<file path="src/rtl/serial_receiver.sv">
// Serial-in/parallel-out receiver: rebuilds an MSB-first SIZE-bit word from the
// transceiver line and hands it on through a valid/ack handshake.
module serial_receiver #(
    parameter int unsigned SIZE        = 32,
    parameter int unsigned SYNC_STAGES = 2
) (
    input  logic            i_clk,
    input  logic            i_rst_n,
    input  logic            i_serial_in,
    input  logic            i_busy_in,
    input  logic            i_clk_tx_in,
    output logic [SIZE-1:0] o_data_out,
    output logic            o_data_valid,
    input  logic            i_data_ack,
    output logic            o_rx_busy,
    output logic            o_frame_err,
    output logic            o_overrun,
    input  logic            i_clr_overrun
);
    localparam int unsigned CNT_W = $clog2(SIZE + 1);
    localparam logic [CNT_W-1:0] LAST_CNT = CNT_W'(SIZE - 1);

    typedef enum logic [1:0] {StIdle, StRecv, StDrain} state_t;

    logic [SYNC_STAGES-1:0] r_sync_ser;
    logic [SYNC_STAGES-1:0] r_sync_busy;
    logic [SYNC_STAGES-1:0] r_sync_clk;
    logic                   r_clk_prev;

    state_t           r_state;
    logic [CNT_W-1:0] r_cnt;
    logic [SIZE-1:0]  r_shift;
    logic [SIZE-1:0]  r_data;
    logic             r_valid;
    logic             r_rx_busy;
    logic             r_frame_err;
    logic             r_overrun;

    logic             w_ser_s;
    logic             w_busy_s;
    logic             w_clk_s;
    logic             w_sample;
    state_t           w_state_d;
    logic [CNT_W-1:0] w_cnt_d;
    logic [SIZE-1:0]  w_shift_d;
    logic [SIZE-1:0]  w_shift_smp;
    logic [SIZE-1:0]  w_data_d;
    logic             w_valid_d;
    logic             w_overrun_d;
    logic             w_frame_err_d;
    logic             w_complete;
    logic             w_accept;

    assign w_ser_s  = r_sync_ser[SYNC_STAGES-1];
    assign w_busy_s = r_sync_busy[SYNC_STAGES-1];
    assign w_clk_s  = r_sync_clk[SYNC_STAGES-1];
    // Falling edge of the bit clock lands mid-bit, where the line is stable.
    assign w_sample = r_clk_prev & ~w_clk_s;

    always_comb begin
        w_state_d     = r_state;
        w_cnt_d       = r_cnt;
        w_shift_d     = r_shift;
        w_shift_smp   = {r_shift[SIZE-2:0], w_ser_s};
        w_complete    = 1'b0;
        w_frame_err_d = 1'b0;

        unique case (r_state)
            StIdle: begin
                if (w_busy_s) begin
                    w_state_d = StRecv;
                    w_cnt_d   = '0;
                end
            end
            StRecv: begin
                if (w_sample) begin
                    w_shift_d = w_shift_smp;
                    w_cnt_d   = r_cnt + CNT_W'(1);
                end
                // The sample is taken before the short-frame check applies.
                if (w_sample && (r_cnt == LAST_CNT)) begin
                    w_complete = 1'b1;
                    w_state_d  = StDrain;
                end else if (!w_busy_s) begin
                    w_frame_err_d = 1'b1;
                    w_state_d     = StIdle;
                end
            end
            StDrain: begin
                if (!w_busy_s) begin
                    w_state_d = StIdle;
                end
            end
            default: w_state_d = StIdle;
        endcase

        w_accept    = r_valid & i_data_ack;
        w_valid_d   = r_valid & ~w_accept;
        w_data_d    = r_data;
        w_overrun_d = r_overrun & ~i_clr_overrun;

        if (w_complete) begin
            if (!r_valid || w_accept) begin
                w_data_d  = w_shift_smp;
                w_valid_d = 1'b1;
            end else begin
                w_overrun_d = 1'b1;
            end
        end
    end

    always_ff @(posedge i_clk or negedge i_rst_n) begin
        if (!i_rst_n) begin
            r_sync_ser  <= '0;
            r_sync_busy <= '0;
            r_sync_clk  <= '0;
            r_clk_prev  <= 1'b0;
            r_state     <= StIdle;
            r_cnt       <= '0;
            r_shift     <= '0;
            r_data      <= '0;
            r_valid     <= 1'b0;
            r_rx_busy   <= 1'b0;
            r_frame_err <= 1'b0;
            r_overrun   <= 1'b0;
        end else begin
            r_sync_ser  <= {r_sync_ser[SYNC_STAGES-2:0], i_serial_in};
            r_sync_busy <= {r_sync_busy[SYNC_STAGES-2:0], i_busy_in};
            r_sync_clk  <= {r_sync_clk[SYNC_STAGES-2:0], i_clk_tx_in};
            r_clk_prev  <= w_clk_s;
            r_state     <= w_state_d;
            r_cnt       <= w_cnt_d;
            r_shift     <= w_shift_d;
            r_data      <= w_data_d;
            r_valid     <= w_valid_d;
            r_rx_busy   <= (w_state_d != StIdle);
            r_frame_err <= w_frame_err_d;
            r_overrun   <= w_overrun_d;
        end
    end

    assign o_data_out   = r_data;
    assign o_data_valid = r_valid;
    assign o_rx_busy    = r_rx_busy;
    assign o_frame_err  = r_frame_err;
    assign o_overrun    = r_overrun;

endmodule

</file>
<file path="config.mk">
export PLATFORM = sky130hd
export DESIGN_NAME = serial_receiver
export DESIGN_NICKNAME = d
export VERILOG_FILES = /design/src/rtl/serial_receiver.sv
export SDC_FILE = /design/constraint.sdc
export NUM_CORES = 1
export LEC_CHECK = 0
export ABC_AREA = 1
export BUFFER_PORTS_ARGS = -buffer_cell sky130_fd_sc_hd__buf_2
export CORE_MARGIN = 2
export CORE_UTILIZATION = 37
export DETAILED_ROUTE_END_ITERATION = 10
export HOLD_SLACK_MARGIN = 0.1
export PLACE_DENSITY_LB_ADDON = 0.2
export SETUP_SLACK_MARGIN = 0.1
export SYNTH_ARGS = -nofsm -noshare
export SYNTH_HDL_FRONTEND = slang
export SYNTH_SLANG_ARGS = --single-unit
</file>
<file path="constraint.sdc">
create_clock -name i_clk -period 1.65 [get_ports i_clk]
set_clock_uncertainty 0.2 [all_clocks]
set_input_delay 0.165 -clock i_clk [delete_from_list [all_inputs] [get_ports i_clk]]
set_output_delay 0.165 -clock i_clk [all_outputs]
set_load 0.05 [all_outputs]
</file>
==> results.py <==
metrics = {
    "synthesis": {
        "synth_top_area_share": 0.621,
        "yosys-top-cells-area": "dfrtp_1 (62%), nand2_1 (9.4%), o21ai_2 (8.5%), inv_1 (5.1%), buf_6 (4.1%)",
        "synth-xor-area-share": 0,
        "synth_edf_count": 0,
        "synth_top_area_cell": "dfrtp_1",
        "dominantRegCellSynth": "dfrtp_1",
        "synth.mux.area_fraction": 0,
        "avgSynthCellArea_um2": 10.4,
        "yosysWarnings": 0,
        "yosysSeqAreaShare": 0.621,
        "ys_seq_elements": 82,
        "synth_commonest_cells": "nand2_1 (83), dfrtp_1 (82), inv_1 (45), o21ai_2 (32), o21ai_1 (21)",
        "synthAdderAreaFrac": 0.00379,
        "ys_types": 20,
        "syn_area_um2": 3300,
        "synth_top_family_by_area": "compound AO/OA/AOI/OAI gates",
        "async_reset_ff_frac": 1.00,
        "synth_cells": 317,
        "syn_nets": 325,
        "synth_compound_area_frac": 0.143,
        "synth-simple-area-share": 0.138,
        "yosysMostFrequentCell": "nand2_1",
    },
    "timing": {
        "worst_pin_slew_ns": 0.468,
        "layout_setup_ws_ns": 0.110,
        "fin_crit_sh": 0.934,
        "tns_ns": 0,
        "max_freq_ghz": 0.649,
        "relSlewSlack": 0.688,
        "setup_viol": 0,
        "hold_viol": 0,
        "finalMaxSlewViolations": 0,
        "fin_crit_ns": 1.54,
        "rsz0062_at_grt": "true",
    },
    "floorplan": {
        "pin_count": 43,
        "die_area_um2": 9700,
        "initial_core_util": 0.381,
        "die_w_um": 98.5,
        "rows": 34,
        "die_y_um": 98.5,
        "core_um2": 8680,
    },
    "clock_tree": {
        "cts_inserted_buffers": 9,
        "cts.sinks": 82,
        "insertion_delay_ns": 0.35,
        "cts_buffer_depth": 2,
        "htree_levels": 3,
        "clk_pin_slew_ns": 0.08,
        "cts-root-buf": "clkbuf_8",
        "cts_tree": "yes",
    },
    "power": {
        "p_sw_uw": 889,
        "p_int_uw": 2930,
        "cellPowerDensity_nw_per_um2": 979,
        "pwr-share-comb": 0.061,
        "clkPwrFrac": 0.388,
        "max-vdd-ir-drop_uv": 417,
        "switching_share": 0.233,
        "p_seq_frac": 0.551,
        "p_leak_uw": 0.00190,
    },
    "worst_setup_path": {
        "end_kind": "flop",
        "critPathRequiredTime_ns": 1.69,
        "start_kind": "flop",
        "worstPathMaxFanout": 32,
        "path_class": "flop to flop",
        "worstPathArrival_ns": 1.58,
    },
    "drt": {
        "drt_iter0_markers": 59,
        "wl_mm": 5.92,
        "drcViolationCount": 0,
        "vias": 2175,
        "antenna_left": 0,
        "dr.pass1.iters": 5,
        "viasPerCell": 4.48,
        "post_drt_wl_per_cell_um": 12.2,
    },
    "placement": {
        "finalWeightedCongestion": 0.800,
        "numPortBuffers": 42,
        "place_ws_ns": 0.123,
        "hpwl_mm": 3.75,
    },
    "finish": {
        "final_nets": 380,
        "syn_to_final_growth_pct": 18.2,
        "ff_latch_area_um2": 2050,
        "multiInputGateArea_um2": 943,
        "num_antenna_cells": 0,
        "drive_gt1_frac": 0.279,
        "fillers": 827,
    },
    "run_status": {
        "outcome": "complete, no violations",
    },
    "min_path": {
        "hp-class": "flop to flop",
    },
    "global_route": {
        "first_global_vias": 2053,
        "grt_overflow": 0,
        "antenna_found_initial": 0,
        "grt_pass1_wl_mm": 10.1,
        "grt_usage": 0.132,
        "grt_max_degree": 83,
    },
    "job": {
        "maxCapViolations": 0,
    },
}
==> path summary, 6_finish.rpt <==
| check | slack (ns) | from | to | depth (start not counted) |
|---|---|---|---|---|
| setup / recovery | 0.11 | r_cnt[0] | o_data_out[20] | 7 |
| hold / removal | 0.15 | r_sync_clk[0] | r_sync_clk[1] | 0 |
| setup reg to reg | 0.11 | r_cnt[0] | o_data_out[20] | 7 |
| hold reg to reg | 0.15 | r_sync_clk[0] | r_sync_clk[1] | 0 |
| max in group asynchronous | 0.69 | i_rst_n | r_sync_clk[0] | 3 |
| min in group asynchronous | 0.17 | i_rst_n | o_data_valid | 3 |
==> logic make-up after synthesis <==
kind of cell	after synthesis
AO/OA/AOI/OAI	70
adder cells (fa/ha/maj)	1
buffers and inverters	59
flip-flops	82
AND/OR/NAND/NOR	105
==> layout by cell type, fill, tap and decap left out, drive strengths merged <==
| master | n |
|---|---|
| nand2 | 85 |
| dfrtp | 82 |
| o21ai | 67 |
| buf | 51 |
| inv | 46 |
| clkbuf | 14 |
| nor2 | 9 |
| dlygate4sd3 | 6 |
| nand3 | 5 |
| nand4 | 4 |
| a21oi | 2 |
| and2 | 1 |
| o22ai | 1 |
| nor3 | 1 |
| ha | 1 |
| bufinv | 1 |
| clkinv | 1 |
==> critical path, cell delays in order, from the launching register on <==
cell,delay (ns)
dfrtp_1,0.35
ha_1,0.18
nand2_2,0.09
nor2_4,0.13
nand4_4,0.12
buf_12,0.20
nand2_1,0.09
o21ai_2,0.05
==> sequential cells by signal (all words and copies together), names as in the netlist <==
| name | cells |
|---|---|
| r_state | 2 |
| r_sync_clk | 2 |
| r_cnt | 6 |
| o_data_valid | 1 |
| r_clk_prev | 1 |
| o_frame_err | 1 |
| o_rx_busy | 1 |
| r_sync_busy | 2 |
| r_sync_ser | 2 |
| o_data_out | 32 |
| r_shift | 31 |
| o_overrun | 1 |
==> power groups by stage <==
stage	registers (uW)	clock network (uW)	logic, uW
floorplan	2150	0	119
global placement	2150	0	220
detailed placement	2150	0	225
CTS	2110	1540	237
global route	2120	1630	268
finish	2110	1480	232
==> what timing repair did <==
| item | in CTS | in global routing |
|---|---|---|
| resized for setup | 0 | 0 |
| endpoints found under the setup margin | 0 | 56 |
| buffers inserted | 0 | 2 |
| endpoints found under the hold margin | 87 | 0 |
| hold buffers | 6 | 0 |
==> per-stage QoR <==
stage	power (uW)	hold slack (ns)	cells	util	area, um2
floorplan	2270	-0.331	317	-	3310
CTS	3880	0.153	483	0.448	3890
detailed placement	2370	0.0375	461	0.419	3630
global placement	2370	0.0373	461	0.419	3630
finish	3820	0.148	485	0.450	3910
global route	4010	0.156	485	0.450	3910
==> layout make-up <==
class,instances,area share
sequential,82,0.526
multi-input combinational,176,0.242
timing repair buffer,57,0.103
inverter,46,0.0442
clock buffer,14,0.0417
tap,108,0.0346
clock inverter,2,0.00897
==> routing by layer <==
metal / part of all wire / track usage / up-vias / wire (um)
li1: - / - / 1100 / -
met1: 0.49 / 0.181 / 1013 / 2880
met2: 0.45 / 0.193 / 51 / 2670
met3: 0.048 / 0.0397 / 11 / 286
met4: 0.014 / 0.0601 / 0 / 83
met5: 0 / 0 / - / 0
Power figures use the tool's default switching activity.
